<file path="config.mk">
export PLATFORM = sky130hd
export DESIGN_NAME = sdu_line_buf
export DESIGN_NICKNAME = d
export VERILOG_FILES = /design/src/rtl/sdu_line_buf.sv
export SDC_FILE = /design/constraint.sdc
export NUM_CORES = 1
export LEC_CHECK = 0
export ABC_CLOCK_PERIOD_IN_PS = 2800
export BUFFER_PORTS_ARGS = -buffer_cell sky130_fd_sc_hd__buf_2
export CELL_PAD_IN_SITES_DETAIL_PLACEMENT = 1
export CELL_PAD_IN_SITES_GLOBAL_PLACEMENT = 2
export CORE_ASPECT_RATIO = 0.75
export CORE_MARGIN = 2
export CORE_UTILIZATION = 47
export DETAILED_ROUTE_END_ITERATION = 6
export PLACE_DENSITY_LB_ADDON = 0.12
export REMOVE_ABC_BUFFERS = 1
export SYNTH_ARGS = -nofsm -noshare
export SYNTH_HDL_FRONTEND = slang
export SYNTH_SLANG_ARGS = --single-unit
</file>
<file path="constraint.sdc">
create_clock -name clk -period 2.8 [get_ports clk]
set_input_delay 0.28 -clock clk [delete_from_list [all_inputs] [get_ports clk]]
set_output_delay 0.28 -clock clk [all_outputs]
set_load 0.02 [all_outputs]
</file>
<file path="src/rtl/sdu_line_buf.sv">
// Line-assembly stage of the serial debug unit. It edits received bytes into a command line,
// echoes keystrokes back to the transmitter, and presents finished lines for random-access reads.
module sdu_line_buf #(
  parameter int unsigned DEPTH = 32,
  parameter int unsigned ECHO  = 1,
  localparam int unsigned AW   = $clog2(DEPTH)
) (
  input  logic          clk,
  input  logic          rstn,
  input  logic [7:0]    d_rx,
  input  logic          vld_rx,
  output logic          rdy_rx,
  output logic [7:0]    d_echo,
  output logic          vld_echo,
  input  logic          rdy_echo,
  output logic          line_vld,
  output logic [AW:0]   line_len,
  input  logic [AW-1:0] rd_idx,
  output logic [7:0]    rd_char,
  input  logic          line_ack
);

  localparam logic [AW:0] DEPTH_L = (AW+1)'(DEPTH);
  localparam logic [AW:0] ONE_L   = (AW+1)'(1);
  localparam bit          ECHO_EN = (ECHO != 0);

  typedef enum logic [1:0] {S_COLLECT, S_ECHO, S_LINE_RDY} state_t;

  state_t      state_q, state_d;
  logic [AW:0] len_q, len_d;
  logic [23:0] seq_q, seq_d;     // pending echo bytes, next byte in [7:0]
  logic [1:0]  cnt_q, cnt_d;     // echo bytes still to hand over
  logic        to_line_q, to_line_d;
  logic        wr_en;
  logic [7:0]  wr_data;
  logic [7:0]  mem [DEPTH];

  logic is_print, is_lower, is_bs, is_term;

  // Byte classification of the received character
  always_comb begin
    is_print = (d_rx >= 8'h20) && (d_rx <= 8'h7E);
    is_lower = (d_rx >= 8'h61) && (d_rx <= 8'h7A);
    is_bs    = (d_rx == 8'h08) || (d_rx == 8'h7F);
    is_term  = (d_rx == 8'h0D) || (d_rx == 8'h0A);
  end

  // Next-state logic: editing, echo sequencing and line hand-off
  always_comb begin
    state_d   = state_q;
    len_d     = len_q;
    seq_d     = seq_q;
    cnt_d     = cnt_q;
    to_line_d = to_line_q;
    wr_en     = 1'b0;
    wr_data   = is_lower ? (d_rx - 8'h20) : d_rx;

    case (state_q)
      S_COLLECT: begin
        if (vld_rx) begin
          to_line_d = 1'b0;
          if (is_print) begin
            if (len_q < DEPTH_L) begin
              wr_en = 1'b1;
              len_d = len_q + ONE_L;
              seq_d = {16'h0000, d_rx};
            end else begin
              seq_d = 24'h000007;
            end
            cnt_d = 2'd1;
            if (ECHO_EN) state_d = S_ECHO;
          end else if (is_bs) begin
            if (len_q != '0) begin
              len_d = len_q - ONE_L;
              seq_d = 24'h082008;
              cnt_d = 2'd3;
              if (ECHO_EN) state_d = S_ECHO;
            end
          end else if (is_term) begin
            to_line_d = (len_q != '0);
            seq_d     = 24'h000A0D;
            cnt_d     = 2'd2;
            if (ECHO_EN)           state_d = S_ECHO;
            else if (len_q != '0) state_d = S_LINE_RDY;
          end
        end
      end
      S_ECHO: begin
        if (rdy_echo) begin
          seq_d = {8'h00, seq_q[23:8]};
          cnt_d = cnt_q - 2'd1;
          if (cnt_q == 2'd1) state_d = to_line_q ? S_LINE_RDY : S_COLLECT;
        end
      end
      S_LINE_RDY: begin
        if (line_ack) begin
          len_d   = '0;
          state_d = S_COLLECT;
        end
      end
      default: state_d = S_COLLECT;
    endcase
  end

  // State and registered outputs
  always_ff @(posedge clk or negedge rstn) begin
    if (!rstn) begin
      state_q   <= S_COLLECT;
      len_q     <= '0;
      seq_q     <= '0;
      cnt_q     <= '0;
      to_line_q <= 1'b0;
      rdy_rx    <= 1'b1;
      vld_echo  <= 1'b0;
      d_echo    <= 8'h00;
      line_vld  <= 1'b0;
      line_len  <= '0;
    end else begin
      state_q   <= state_d;
      len_q     <= len_d;
      seq_q     <= seq_d;
      cnt_q     <= cnt_d;
      to_line_q <= to_line_d;
      rdy_rx    <= (state_d == S_COLLECT);
      vld_echo  <= (state_d == S_ECHO);
      d_echo    <= (state_d == S_ECHO) ? seq_d[7:0] : 8'h00;
      line_vld  <= (state_d == S_LINE_RDY);
      line_len  <= (state_d == S_LINE_RDY) ? len_d : '0;
    end
  end

  // Character storage; contents are only visible below line_len, so no reset
  always_ff @(posedge clk) begin
    if (wr_en) mem[len_q[AW-1:0]] <= wr_data;
  end

  assign rd_char = ({1'b0, rd_idx} < line_len) ? mem[rd_idx] : 8'h00;

endmodule

</file>
==> results.md <==
- Commonest cells after routing, fill and taps aside: edfxtp_1 (256), mux4_2 (64), buf_4 (63)
- Max Cap Violations: 0
- Final std cells w/o fill: 1,203
- HP Start: d_rx[3]
- Post-CTS Setup Bufs: 0
- CTS buffer count: 29
- Commonest non-fill, non-tap cell in the layout: edfxtp_1
- Layout cells sized above 1: 27.7%
- Highest clock rate: approximately 380 MHz
- Vert. Die Dim: ~140 µm
- # rows: 51
- Final ANT Viol Nets: 0
- Startpoint Class: flip-flop
- RSZ-0062 raised after global routing: false
- Die width: 192 µm
- Layout area overhead: 15.7%
- Gr ovfl total: 0
- Critical path required time: 2.52 ns
- Post-synthesis sequential area ratio: 70.1%
- Sink Count: 297
- Synth Flop Type: edfxtp_1
- DRT Pass-1 Iters: 5
- Die area: about 28,000 µm²
- Hpwl dp: 21.4 mm
- Vias/cell: 5.94
- Yosys reg bits: slightly below 300
- Initial Util: 47.8%
- CP arrival: ~2.4 ns
- Number of DRC markers in iteration 0: 562
- Initial antenna violation count: 1
- Setup crit start: mem[19][0]$_DFFE_PP_
- CTS tree: done
- Vias in the first global route: 7,461
- Skew-Pair Late Insertion Delay: 0.55 ns
- Final count of pins violating max slew: 0
- Clk root buf: clkbuf_16
- Fin. Hold Viols: 0
- Critical path class: flip-flop to output pin
- First-pass GRT wire length: 47.9 mm
- Post-synth ARST share: 13.8%
- Total wire length: 31.3 mm
- Post-route setup TNS: 0 ns
- GRT Util Overall: 23.5%
- Max-slew headroom: 35.2%
- Worst min-delay path category: primary input to flip-flop
- Pwr Density: roughly 720 nW/µm²
- Final setup viols: 0
- Gp weighted congestion: 0.804
- Setup crit end kind: output pin
- Placeable Area: roughly 26,000 µm²
- RR Startpoint: len_q[1]$_DFF_PN0_
- Placed cells: 1,151
- Post-synth EDFFs: between 200 and 300
- Port bufs: 42
- Routed WL per cell: around 26 µm
- H-tree depth: 1
- Mapped cell area: about 12,000 µm²
- I/O pins: 43
- Clock Skew: between 0.01 and 0.015 ns
- Number of remaining DRC errors: 0
- Max Buffers Root-to-Sink: 3
- Yosys cell types: between 60 and 70
- Worst slew pin tran: 0.969 ns
- Largest net degree at the start of global routing: 42
- Syn avg cell area: approximately 17 µm²
- Cell count after synthesis: between 700 and 800
- Outcome: finished, final reports clean
- Tcrit/Tclk final: 93.9%
- Critical-path maximum fanout: 1
- Synth warnings: 0
- Nets: slightly below 900
- Clock transition at path regs: about 0.060 ns
- Leakage: 0.00501 µW
- Peak VDD IR: 431 µV
- Fin crit period: 2.63 ns
- Via count: 7,145
-- area by class of cell --
| cell class | count | area [µm²] |
|---|---|---|
| Fill cell | 2404 | 11600 |
| Sequential cell | 297 | 8710 |
| Multi-Input combinational cell | 369 | 3430 |
| Timing Repair Buffer | 109 | 768 |
| Clock buffer | 32 | 737 |
| Tap cell | 344 | 430 |
| Clock inverter | 18 | 169 |
| Inverter | 33 | 124 |
| Antenna cell | 1 | 2.50 |
-- cells in the mapped netlist, types with 13 or more instances --
cell type,number,share of area (%)
edfxtp_1,256,62
mux4_2,64,12
nor2_1,58,1.8
dfrtp_1,40,8.1
inv_1,32,0.97
nand2_1,29,0.88
clkbuf_1,23,0.69
nor3_1,20,0.81
a22oi_1,18,1.1
o21ai_0,17,0.68
a21oi_1,15,0.60
ha_1,13,1.3
nor2b_1,13,0.65
-- cells by family after synthesis --
kind of cell,synth area share (%)
buf+inv,2.33
compound gates,7.45
mux,11.9
simple gates,6.86
fa+ha+maj,1.31
flops,70.1
-- sequential cells by signal, summed over array words and instances, names as in the netlist --
register   flops
vld_echo       1
state_q        2
to_line_q      1
rdy_rx         1
len_q          6
mem          256
d_echo         8
cnt_q          2
line_len       6
seq_q         13
line_vld       1
-- metal layers --
metal	routed length (µm)	GRT usage (%)	share of wire, %
met1	14400	34.3	46
met2	15000	38.1	48
met3	1500	3.74	4.8
met4	387	4.01	1.2
met5	0	0	0
-- power by group --
group	internal, µW	total [µW]	switching, µW
clock	2160	3800	1640
sequential	4990	5100	116
combinational	534	1450	912
total	7680	10300	2660
-- through the flow --
step	utilization (%)	hold slack (ns)	instance area, µm²	setup WS, ns	total power (µW)
after global placement	51.8	0.464	13500	0.228	6580
after global routing	55.3	0.122	14400	0.0739	10700
final	55.3	0.145	14400	0.170	10300
after floorplan	-	-0.0156	12300	0.252	6000
after CTS	55.3	0.121	14400	0.156	10400
after detailed placement	51.8	0.471	13500	0.112	6640
-- timing repair --
action                    4_1_cts  5_1_grt
hold endpoints to repair       40        0
resized for setup               0        0
hold buffers                    1        0
-- worst max-delay path: stages, from the launching register on --
cell and delay (ns):
edfxtp_1 0.36, mux4_2 0.50, a22oi_1 0.33, nand2_1 0.20, a22o_1 0.26, buf_2 0.15
-- path summary, 6_finish.rpt --
path,to,slack [ns],cells after the start
setup / recovery,rd_char[0],0.17,5
hold / removal,mem[14][3]$_DFFE_PP_,0.14,1
setup reg to reg,mem[11][4]$_DFFE_PP_,0.32,5
hold reg to reg,seq_q[15]$_DFFE_PN0P_,0.52,1
max in group asynchronous,line_len[0]$_DFF_PN0_,1.81,2
min in group asynchronous,cnt_q[1]$_DFFE_PN0P_,0.41,2
No activity file was read; power rests on OpenSTA's default activity.
